`config.mk`:
```
export PLATFORM = sky130hd
export DESIGN_NAME = audio_buffer_scheduler_flat
export DESIGN_NICKNAME = d
export VERILOG_FILES = /design/src/rtl/audio_buffer_scheduler_pkg.sv /design/src/rtl/audio_buffer_scheduler_if.sv /design/src/rtl/audio_buffer_scheduler_read_tag_pipe.sv /design/src/rtl/audio_buffer_scheduler.sv /design/src/flat_wrapper.sv
export SDC_FILE = /design/constraint.sdc
export NUM_CORES = 1
export LEC_CHECK = 0
export BUFFER_PORTS_ARGS = -buffer_cell sky130_fd_sc_hd__buf_4
export CORE_MARGIN = 5
export CORE_UTILIZATION = 55
export DETAILED_ROUTE_END_ITERATION = 8
export PLACE_DENSITY = 0.85
export SETUP_SLACK_MARGIN = 0.2
export SKIP_CTS_REPAIR_TIMING = 1
export SYNTH_ARGS = -nofsm -noshare
export SYNTH_HDL_FRONTEND = slang
export SYNTH_HIERARCHICAL = 1
export SYNTH_SLANG_ARGS = --single-unit
```
`constraint.sdc`:
```
create_clock -name clk_in -period 5.9 [get_ports clk_in]
set_input_delay 0.885 -clock clk_in [delete_from_list [all_inputs] [get_ports clk_in]]
set_output_delay 0.885 -clock clk_in [all_outputs]
set_load 0.005 [all_outputs]
```
`src/rtl/audio_buffer_scheduler_pkg.sv`:
```
`default_nettype none
// +--------------------------------------------------------------------------+
// | Package  : audio_pkg                                                     |
// | Purpose  : Shared widths, playback FSM state encoding and the output     |
// |            saturation helper for the audio buffer scheduler slice.       |
// | Revision : 1.0 - initial release                                         |
// +--------------------------------------------------------------------------+
package audio_pkg;

  localparam int c_ADDR_WIDTH = 16;
  localparam int c_DATA_WIDTH = 8;

  typedef enum logic [1:0] {
    IDLE  = 2'd0,
    ISSUE = 2'd1,
    DRAIN = 2'd2,
    OUT   = 2'd3
  } state_t;

  // Clamp a signed value into the range of a signed number 'width' bits wide.
  function automatic logic signed [31:0] sat_to_width(input logic signed [31:0] value,
                                                      input int width);
    logic signed [31:0] w_hi;
    logic signed [31:0] w_lo;
    w_hi = (32'sd1 <<< (width - 1)) - 32'sd1;
    w_lo = -w_hi - 32'sd1;
    if (value > w_hi) begin
      return w_hi;
    end else if (value < w_lo) begin
      return w_lo;
    end
    return value;
  endfunction

endpackage
`default_nettype wire

```
`src/rtl/audio_buffer_scheduler_if.sv`:
```
`default_nettype none
// +--------------------------------------------------------------------------+
// | Interface: audio_buffer_scheduler_if                                     |
// | Purpose  : Sample stream, control and BRAM port signals of the audio     |
// |            buffer scheduler. 'master' is the scheduler side, 'slave' is  |
// |            the surrounding system (sample source, BRAM, sink).           |
// | Revision : 1.0 - initial release                                         |
// +--------------------------------------------------------------------------+
interface audio_buffer_scheduler_if #(
  parameter int ADDR_WIDTH = 16,
  parameter int DATA_WIDTH = 8,
  parameter int NUM_TAPS   = 2
);

  logic signed [DATA_WIDTH-1:0]          audio_in;
  logic                                  audio_valid_in;
  logic                                  record_in;
  logic        [NUM_TAPS*ADDR_WIDTH-1:0] tap_delay_in;
  logic        [ADDR_WIDTH-1:0]          wr_addr_out;
  logic                                  wr_en_out;
  logic        [DATA_WIDTH-1:0]          wr_data_out;
  logic        [ADDR_WIDTH-1:0]          rd_addr_out;
  logic        [DATA_WIDTH-1:0]          rd_data_in;
  logic signed [DATA_WIDTH-1:0]          audio_out;
  logic                                  audio_valid_out;
  logic        [ADDR_WIDTH:0]            rec_length_out;
  logic                                  full_out;
  logic                                  overrun_out;

  modport master (
    input  audio_in, audio_valid_in, record_in, tap_delay_in, rd_data_in,
    output wr_addr_out, wr_en_out, wr_data_out, rd_addr_out,
           audio_out, audio_valid_out, rec_length_out, full_out, overrun_out
  );

  modport slave (
    output audio_in, audio_valid_in, record_in, tap_delay_in, rd_data_in,
    input  wr_addr_out, wr_en_out, wr_data_out, rd_addr_out,
           audio_out, audio_valid_out, rec_length_out, full_out, overrun_out
  );

endinterface
`default_nettype wire

```
`src/rtl/audio_buffer_scheduler_read_tag_pipe.sv`:
```
`default_nettype none
// +--------------------------------------------------------------------------+
// | Module   : read_tag_pipe                                                 |
// | Purpose  : Delay line that carries {valid, tap index, skip} alongside    |
// |            each BRAM read so the tag emerges together with its data.     |
// | Revision : 1.0 - initial release                                         |
// +--------------------------------------------------------------------------+
module read_tag_pipe #(
  parameter int DEPTH     = 2,
  parameter int IDX_WIDTH = 2
) (
  input  wire logic                 clk_in,
  input  wire logic                 rst_in,
  input  wire logic                 tag_valid_in,
  input  wire logic [IDX_WIDTH-1:0] tag_idx_in,
  input  wire logic                 tag_skip_in,
  output logic                      tag_valid_out,
  output logic      [IDX_WIDTH-1:0] tag_idx_out,
  output logic                      tag_skip_out
);

  logic [DEPTH-1:0]     r_valid;
  logic [DEPTH-1:0]     r_skip;
  logic [IDX_WIDTH-1:0] r_idx [DEPTH];

  // Shift every tag one stage per cycle; stage 0 takes the new tag.
  always_ff @(posedge clk_in) begin
    if (rst_in) begin
      r_valid <= '0;
      r_skip  <= '0;
      for (int s = 0; s < DEPTH; s++) begin
        r_idx[s] <= '0;
      end
    end else begin
      r_valid[0] <= tag_valid_in;
      r_skip[0]  <= tag_skip_in;
      r_idx[0]   <= tag_idx_in;
      for (int s = 1; s < DEPTH; s++) begin
        r_valid[s] <= r_valid[s-1];
        r_skip[s]  <= r_skip[s-1];
        r_idx[s]   <= r_idx[s-1];
      end
    end
  end

  assign tag_valid_out = r_valid[DEPTH-1];
  assign tag_skip_out  = r_skip[DEPTH-1];
  assign tag_idx_out   = r_idx[DEPTH-1];

endmodule
`default_nettype wire

```
`src/rtl/audio_buffer_scheduler.sv`:
```
`default_nettype none
// +--------------------------------------------------------------------------+
// | Module   : audio_buffer_scheduler                                        |
// | Purpose  : Owns both ports of the shared sample BRAM. Records incoming   |
// |            samples on port A; on each playback strobe reads the dry      |
// |            sample plus NUM_TAPS echoes on port B, mixes them with        |
// |            per-tap attenuation and emits one saturated output sample.    |
// | Revision : 1.0 - initial release                                         |
// +--------------------------------------------------------------------------+
module audio_buffer_scheduler
  import audio_pkg::*;
#(
  parameter int ADDR_WIDTH   = c_ADDR_WIDTH,
  parameter int DATA_WIDTH   = c_DATA_WIDTH,
  parameter int NUM_TAPS     = 2,
  parameter int READ_LATENCY = 2
) (
  input wire logic                 clk_in,
  input wire logic                 rst_in,
  audio_buffer_scheduler_if.master bus
);

  localparam int c_IDX_W = $clog2(NUM_TAPS + 1);
  localparam int c_ACC_W = DATA_WIDTH + 3;
  localparam logic [ADDR_WIDTH:0] c_FULL_LEN = {1'b1, {ADDR_WIDTH{1'b0}}};

  // ---------------- record path ----------------
  logic                  r_record_d;
  logic [ADDR_WIDTH-1:0] r_wr_ptr;
  logic [ADDR_WIDTH:0]   r_rec_len;
  logic                  w_rec_rise;
  logic [ADDR_WIDTH-1:0] w_wr_ptr_eff;
  logic [ADDR_WIDTH:0]   w_len_eff;
  logic                  w_wr_fire;

  // A new take starts at address 0 even when its first sample lands in the
  // same cycle as the record_in rising edge.
  assign w_rec_rise   = bus.record_in & ~r_record_d;
  assign w_wr_ptr_eff = w_rec_rise ? '0 : r_wr_ptr;
  assign w_len_eff    = w_rec_rise ? '0 : r_rec_len;
  assign w_wr_fire    = ~rst_in & bus.record_in & bus.audio_valid_in & (w_len_eff != c_FULL_LEN);

  assign bus.wr_en_out      = w_wr_fire;
  assign bus.wr_addr_out    = w_wr_ptr_eff;
  assign bus.wr_data_out    = w_wr_fire ? bus.audio_in : '0;
  assign bus.rec_length_out = r_rec_len;
  assign bus.full_out       = (r_rec_len == c_FULL_LEN);

  // Write pointer and recorded length; a rising record_in restarts both.
  always_ff @(posedge clk_in) begin
    if (rst_in) begin
      r_record_d <= 1'b0;
      r_wr_ptr   <= '0;
      r_rec_len  <= '0;
    end else begin
      r_record_d <= bus.record_in;
      if (w_wr_fire) begin
        r_wr_ptr  <= w_wr_ptr_eff + ADDR_WIDTH'(1);
        r_rec_len <= w_len_eff + (ADDR_WIDTH+1)'(1);
      end else if (w_rec_rise) begin
        r_wr_ptr  <= '0;
        r_rec_len <= '0;
      end
    end
  end

  // ---------------- playback path ----------------
  state_t                       r_state;
  logic [ADDR_WIDTH-1:0]        r_play_ptr;
  logic [ADDR_WIDTH-1:0]        r_base_ptr;
  logic [ADDR_WIDTH-1:0]        r_delay [NUM_TAPS];
  logic [c_IDX_W-1:0]           r_issue_idx;
  logic [ADDR_WIDTH-1:0]        r_rd_addr;
  logic                         r_tag_valid;
  logic [c_IDX_W-1:0]           r_tag_idx;
  logic                         r_tag_skip;
  logic signed [c_ACC_W-1:0]    r_acc;
  logic signed [DATA_WIDTH-1:0] r_audio_out;
  logic                         r_audio_valid;
  logic                         r_overrun;

  logic                         w_strobe_play;
  logic [ADDR_WIDTH-1:0]        w_sel_delay;
  logic                         w_sel_skip;
  logic [ADDR_WIDTH-1:0]        w_sel_addr;
  logic                         w_ret_valid;
  logic [c_IDX_W-1:0]           w_ret_idx;
  logic                         w_ret_skip;
  logic signed [c_ACC_W-1:0]    w_ret_ext;
  logic signed [c_ACC_W-1:0]    w_ret_shift;
  logic signed [c_ACC_W-1:0]    w_contrib;
  logic signed [c_ACC_W-1:0]    w_sum;
  logic signed [DATA_WIDTH-1:0] w_sat;
  logic [ADDR_WIDTH:0]          w_play_next;

  assign w_strobe_play = bus.audio_valid_in & ~bus.record_in;

  // Delay of the tap being issued this cycle (issue index k selects tap k).
  always_comb begin
    w_sel_delay = '0;
    for (int k = 0; k < NUM_TAPS; k++) begin
      if (r_issue_idx == c_IDX_W'(k + 1)) begin
        w_sel_delay = r_delay[k];
      end
    end
  end

  // A tap reaching back before the start of the take is muted, never wrapped.
  assign w_sel_skip = (w_sel_delay == '0) || (w_sel_delay > r_base_ptr);
  assign w_sel_addr = r_base_ptr - w_sel_delay;

  read_tag_pipe #(
    .DEPTH     (READ_LATENCY),
    .IDX_WIDTH (c_IDX_W)
  ) u_read_tag_pipe (
    .clk_in        (clk_in),
    .rst_in        (rst_in),
    .tag_valid_in  (r_tag_valid),
    .tag_idx_in    (r_tag_idx),
    .tag_skip_in   (r_tag_skip),
    .tag_valid_out (w_ret_valid),
    .tag_idx_out   (w_ret_idx),
    .tag_skip_out  (w_ret_skip)
  );

  // Returned sample attenuated by 2^-k for tap k; the dry read has k = 0.
  assign w_ret_ext   = {{(c_ACC_W-DATA_WIDTH){bus.rd_data_in[DATA_WIDTH-1]}}, bus.rd_data_in};
  assign w_ret_shift = w_ret_ext >>> w_ret_idx;
  assign w_contrib   = w_ret_skip ? '0 : w_ret_shift;
  assign w_sum       = r_acc + w_contrib;
  assign w_sat       = DATA_WIDTH'(sat_to_width(32'(w_sum), DATA_WIDTH));
  assign w_play_next = {1'b0, r_play_ptr} + (ADDR_WIDTH+1)'(1);

  // Playback sequencer: issue dry + tap reads, accumulate returns, emit sample.
  always_ff @(posedge clk_in) begin
    if (rst_in) begin
      r_state       <= IDLE;
      r_play_ptr    <= '0;
      r_base_ptr    <= '0;
      r_issue_idx   <= '0;
      r_rd_addr     <= '0;
      r_tag_valid   <= 1'b0;
      r_tag_idx     <= '0;
      r_tag_skip    <= 1'b0;
      r_acc         <= '0;
      r_audio_out   <= '0;
      r_audio_valid <= 1'b0;
      r_overrun     <= 1'b0;
      for (int k = 0; k < NUM_TAPS; k++) begin
        r_delay[k] <= '0;
      end
    end else begin
      r_tag_valid   <= 1'b0;
      r_audio_valid <= 1'b0;

      if (w_strobe_play && (r_state != IDLE)) begin
        r_overrun <= 1'b1;
      end

      if (w_ret_valid) begin
        r_acc <= w_sum;
      end

      case (r_state)
        IDLE: begin
          if (w_strobe_play) begin
            for (int k = 0; k < NUM_TAPS; k++) begin
              r_delay[k] <= bus.tap_delay_in[k*ADDR_WIDTH +: ADDR_WIDTH];
            end
            r_base_ptr  <= r_play_ptr;
            r_acc       <= '0;
            r_rd_addr   <= r_play_ptr;
            r_tag_valid <= 1'b1;
            r_tag_idx   <= '0;
            // With nothing recorded the dry read is muted too, giving silence.
            r_tag_skip  <= (r_rec_len == '0);
            r_issue_idx <= c_IDX_W'(1);
            r_state     <= ISSUE;
          end
        end
        ISSUE: begin
          r_rd_addr   <= w_sel_addr;
          r_tag_valid <= 1'b1;
          r_tag_idx   <= r_issue_idx;
          r_tag_skip  <= w_sel_skip;
          if (r_issue_idx == c_IDX_W'(NUM_TAPS)) begin
            r_state <= DRAIN;
          end else begin
            r_issue_idx <= r_issue_idx + c_IDX_W'(1);
          end
        end
        DRAIN: begin
          if (w_ret_valid && (w_ret_idx == c_IDX_W'(NUM_TAPS))) begin
            r_audio_out   <= w_sat;
            r_audio_valid <= 1'b1;
            r_state       <= OUT;
          end
        end
        OUT: begin
          r_state <= IDLE;
        end
        default: begin
          r_state <= IDLE;
        end
      endcase

      // Starting a new take rewinds playback and wins over the advance.
      if (w_rec_rise) begin
        r_play_ptr <= '0;
      end else if ((r_state == OUT) && (r_rec_len != '0)) begin
        r_play_ptr <= (w_play_next >= r_rec_len) ? '0 : w_play_next[ADDR_WIDTH-1:0];
      end
    end
  end

  assign bus.rd_addr_out     = r_rd_addr;
  assign bus.audio_out       = r_audio_out;
  assign bus.audio_valid_out = r_audio_valid;
  assign bus.overrun_out     = r_overrun;

endmodule
`default_nettype wire

```
`src/flat_wrapper.sv`:
```
// flat-port wrapper written by rule: the top's interface ports become plain ports
module audio_buffer_scheduler_flat import audio_pkg::*;
#(
  parameter int ADDR_WIDTH   = c_ADDR_WIDTH,
  parameter int DATA_WIDTH   = c_DATA_WIDTH,
  parameter int NUM_TAPS     = 2,
  parameter int READ_LATENCY = 2
)
  (clk_in, rst_in, bus_audio_in, bus_audio_valid_in, bus_record_in, bus_tap_delay_in, bus_rd_data_in, bus_wr_addr_out, bus_wr_en_out, bus_wr_data_out, bus_rd_addr_out, bus_audio_out, bus_audio_valid_out, bus_rec_length_out, bus_full_out, bus_overrun_out);
  audio_buffer_scheduler_if #(.ADDR_WIDTH(ADDR_WIDTH), .DATA_WIDTH(DATA_WIDTH), .NUM_TAPS(NUM_TAPS)) bus_i ();
  input wire logic clk_in;
  input wire logic rst_in;
  input wire logic [$bits(bus_i.audio_in)-1:0] bus_audio_in;
  input wire logic [$bits(bus_i.audio_valid_in)-1:0] bus_audio_valid_in;
  input wire logic [$bits(bus_i.record_in)-1:0] bus_record_in;
  input wire logic [$bits(bus_i.tap_delay_in)-1:0] bus_tap_delay_in;
  input wire logic [$bits(bus_i.rd_data_in)-1:0] bus_rd_data_in;
  output wire logic [$bits(bus_i.wr_addr_out)-1:0] bus_wr_addr_out;
  output wire logic [$bits(bus_i.wr_en_out)-1:0] bus_wr_en_out;
  output wire logic [$bits(bus_i.wr_data_out)-1:0] bus_wr_data_out;
  output wire logic [$bits(bus_i.rd_addr_out)-1:0] bus_rd_addr_out;
  output wire logic [$bits(bus_i.audio_out)-1:0] bus_audio_out;
  output wire logic [$bits(bus_i.audio_valid_out)-1:0] bus_audio_valid_out;
  output wire logic [$bits(bus_i.rec_length_out)-1:0] bus_rec_length_out;
  output wire logic [$bits(bus_i.full_out)-1:0] bus_full_out;
  output wire logic [$bits(bus_i.overrun_out)-1:0] bus_overrun_out;
  assign bus_i.audio_in = bus_audio_in;
  assign bus_i.audio_valid_in = bus_audio_valid_in;
  assign bus_i.record_in = bus_record_in;
  assign bus_i.tap_delay_in = bus_tap_delay_in;
  assign bus_i.rd_data_in = bus_rd_data_in;
  assign bus_wr_addr_out = bus_i.wr_addr_out;
  assign bus_wr_en_out = bus_i.wr_en_out;
  assign bus_wr_data_out = bus_i.wr_data_out;
  assign bus_rd_addr_out = bus_i.rd_addr_out;
  assign bus_audio_out = bus_i.audio_out;
  assign bus_audio_valid_out = bus_i.audio_valid_out;
  assign bus_rec_length_out = bus_i.rec_length_out;
  assign bus_full_out = bus_i.full_out;
  assign bus_overrun_out = bus_i.overrun_out;
  audio_buffer_scheduler #(.ADDR_WIDTH(ADDR_WIDTH), .DATA_WIDTH(DATA_WIDTH), .NUM_TAPS(NUM_TAPS), .READ_LATENCY(READ_LATENCY)) u_core (.clk_in(clk_in), .rst_in(rst_in), .bus(bus_i));
endmodule
```
==> impl_metrics.py <==
metrics = {
    "synthesis": {
        "yosysTopAreaCell": "dfxtp_1",
        "ys_ff_latch": 151,
        "synth_edf_count": 32,
        "async_flop_share_pct": 0,
        "yosys_warnings": 6,
        "synth_area_mm2": 0.008446,
        "syn_nets": 1049,
        "synth_area_per_cell_um2": 8.966,
        "ys_seq_area_share_pct": 39.59,
        "synth_cells": 942,
        "ys_dominant_reg_cell": "dfxtp_1",
        "synth_top_area_share_pct": 28.21,
        "ys_types": 63,
        "synthTopCellsByArea": "dfxtp_1 28%, edfxtp_1 11%, ha_1 7.9%",
    },
    "critical_path": {
        "critPathKind": "flop to flop",
        "cp_max_fo": 23,
        "cp-start-kind": "flop",
        "worstPathRequired_ns": 6.19,
        "cp.arrival_ns": 4.26,
        "r2r_slack_ns": 1.93,
        "endpoint_kind": "flop",
    },
    "die": {
        "io-pin-count": 121,
        "start_util_pct": 55.76,
        "die_w_um": 133.9,
        "die_h_um": 133.9,
        "core-area_mm2": 0.01515,
        "die_area_mm2": 0.01793,
        "fp-row-count": 45,
    },
    "finish": {
        "final_common_cell": "buf_4",
        "nets": 1145,
        "final_cell_mix": "125 x buf_4, 119 x dfxtp_1, 88 x nor2_1",
        "multi_input_area_mm2": 0.004760,
        "fillers": 1203,
        "design_area_mm2": 0.009983,
        "final-seq-area_mm2": 0.003343,
        "area_growth_pct": 18.21,
        "diodes": 0,
        "drive_gt1_share_pct": 17.41,
    },
    "cts": {
        "cts_buffers": 17,
        "cts_sinks": 151,
        "clock_latency_ns": 0.44,
        "clockBufferDepth": 2,
        "cts_root_buffer": "clkbuf_16",
        "ctsHtreeMaxLevel": 4,
        "cts_tree": "done",
        "clk_pin_slew_ns": 0.06,
    },
    "detailed_routing": {
        "wl_per_cell_um": 16.95,
        "routed_wl_um": 21000,
        "vias": 7304,
        "drtPass1Iterations": 5,
        "dr.first_iter.drc_count": 637,
        "via_per_inst": 5.895,
        "drc_errors": 0,
        "ant_nets": 0,
    },
    "placement": {
        "pre_cts_ws_ns": 1.956,
        "portBuffers": 120,
        "globalplace.congestion": 0.9030,
        "dp_hpwl_um": 15100,
        "placed_cell_area_mm2": 0.009415,
    },
    "timing": {
        "min_period_over_period_pct": 67.31,
        "tightestPinTransition_ns": 1.273,
        "skew_ns": 0.009304,
        "timing.hold.ws_ns": 0.4347,
        "timing.slew.headroom_pct": 15.15,
        "slew_viol_final": 0,
        "setup_viol": 0,
        "rsz0062_at_grt": "false",
        "fmax_mhz": 251.8,
        "finalHoldViolations": 0,
        "fin_crit_ns": 3.972,
        "finalSetupTns_ns": 0,
        "setup_ws_ns": 1.928,
    },
    "pwr": {
        "internal-power_mw": 2.158,
        "swShare_pct": 34.06,
        "power_frac_clock_pct": 32.1,
        "power_density_mw_per_mm2": 327.8,
        "ir_worst_vdd_uv": 296.4,
        "p_comb_share_pct": 30.2,
        "p_sw_mw": 1.115,
        "p_leak_nw": 4.153,
        "seqPwrFrac_pct": 37.7,
    },
    "global_route": {
        "grt_pass1_wl_um": 34380,
        "grt_usage_pct": 23.58,
        "antenna_found_initial": 0,
        "grt_max_degree": 58,
        "grt_pass1_vias": 7057,
        "overflow": 0,
    },
    "run_status": {
        "status": "complete, no violations",
    },
    "min_path": {
        "hold_class": "flop to flop",
    },
    "run": {
        "max-cap-violations": 0,
    },
}
[routing by layer]
layer	global-route usage, %	part of all wire, %	wire length (um)
met1	30.57	44	9153
met2	38.77	48	10170
met3	5.626	6.0	1255
met4	8.114	2.0	416
met5	0	0	0
[cell type report]
class	count	area share [%]
Clock buffer	17	4.261
Clock inverter	15	1.429
Inverter	37	1.391
Multi-Input combinational cell	706	47.68
Sequential cell	151	33.49
Tap cell	188	2.356
Timing Repair Buffer	125	9.400
[worst paths after layout]
path                                                    startpoint                                      endpoint  cells past startpoint
worst min-delay path                 u_core/r_tag_valid$_SDFF_PP0_  u_core/u_read_tag_pipe/r_valid[0]$_SDFF_PP0_                      1
worst max register to register  u_core/r_issue_idx[1]$_SDFFE_PP0P_       u_core/bus.rd_addr_out[12]$_SDFFE_PP0P_                     12
worst min register to register       u_core/r_tag_valid$_SDFF_PP0_  u_core/u_read_tag_pipe/r_valid[0]$_SDFF_PP0_                      1
worst max-delay path            u_core/r_issue_idx[1]$_SDFFE_PP0P_       u_core/bus.rd_addr_out[12]$_SDFFE_PP0P_                     12
[cells in the mapped netlist, types with 10 or more instances]
cell type and number:
a211oi_1 16, a21o_1 10, a21oi_1 57, a22o_1 32, and2_1 58, and3_1 28
clkbuf_1 39, dfxtp_1 119, edfxtp_1 32, ha_1 53, inv_1 36, mux2i_1 15
nand2_1 64, nand3_1 28, nand4_1 12, nor2_1 89, nor2b_1 30, nor3_1 25
nor4_1 11, o21a_1 10, o21ai_0 25, or2_2 11, xnor2_1 45, xor2_1 18
[worst max-delay path, stage by stage (launching register included)]
cell	delay, ns
dfxtp_1	0.40
ha_1	0.66
inv_1	0.42
and3_1	0.27
a21oi_1	0.21
ha_1	0.30
nor2b_1	0.15
o21a_1	0.18
a311o_1	0.39
a31oi_1	0.37
a21boi_0	0.19
xnor2_1	0.19
o22ai_1	0.09
[sequential cells by signal (all words and copies together) (netlist names), 2 cells and up]
signal                          flops
u_core/bus.audio_out                8
u_core/bus.rd_addr_out             16
u_core/bus.rec_length_out          17
u_core/r_acc                       11
u_core/r_base_ptr                  16
u_core/r_delay                     32
u_core/r_issue_idx                  2
u_core/r_play_ptr                  16
u_core/r_state                      2
u_core/r_tag_idx                    2
u_core/r_wr_ptr                    16
u_core/u_read_tag_pipe/r_idx        4
u_core/u_read_tag_pipe/r_skip       2
u_core/u_read_tag_pipe/r_valid      2
[through the flow]
| stage | utilization, % | total power [mW] | std cells |
|---|---|---|---|
| floorplan | - | 1.912 | 942 |
| global placement | 62.16 | 2.185 | 1207 |
| detailed placement | 62.16 | 2.211 | 1207 |
| CTS | 65.91 | 3.269 | 1239 |
| global route | 65.91 | 3.434 | 1239 |
| finish | 65.91 | 3.273 | 1239 |
[power groups by stage]
stage               Clock (mW)  Sequential, mW  Combinational, mW
floorplan                    0            1.23              0.681
global placement             0            1.25              0.933
detailed placement           0            1.25              0.959
CTS                       1.06            1.23              0.974
global route              1.11            1.24               1.08
finish                    1.05            1.23              0.989
[logic make-up (layout without fill, tap and decap cells)]
group                    after synthesis  count (layout)  synth area share (%)
XOR/XNOR                              63              63                 6.533
adder cells (fa/ha/maj)               55              55                 8.326
AND/OR/NAND/NOR                      379             379                 23.23
buffers and inverters                 85             194                 4.089
multiplexers                          20              20                 3.111
AO/OA/AOI/OAI                        189             189                 15.13
flip-flops                           151             151                 39.59
Note: power is estimated with default switching activity, not from simulation.
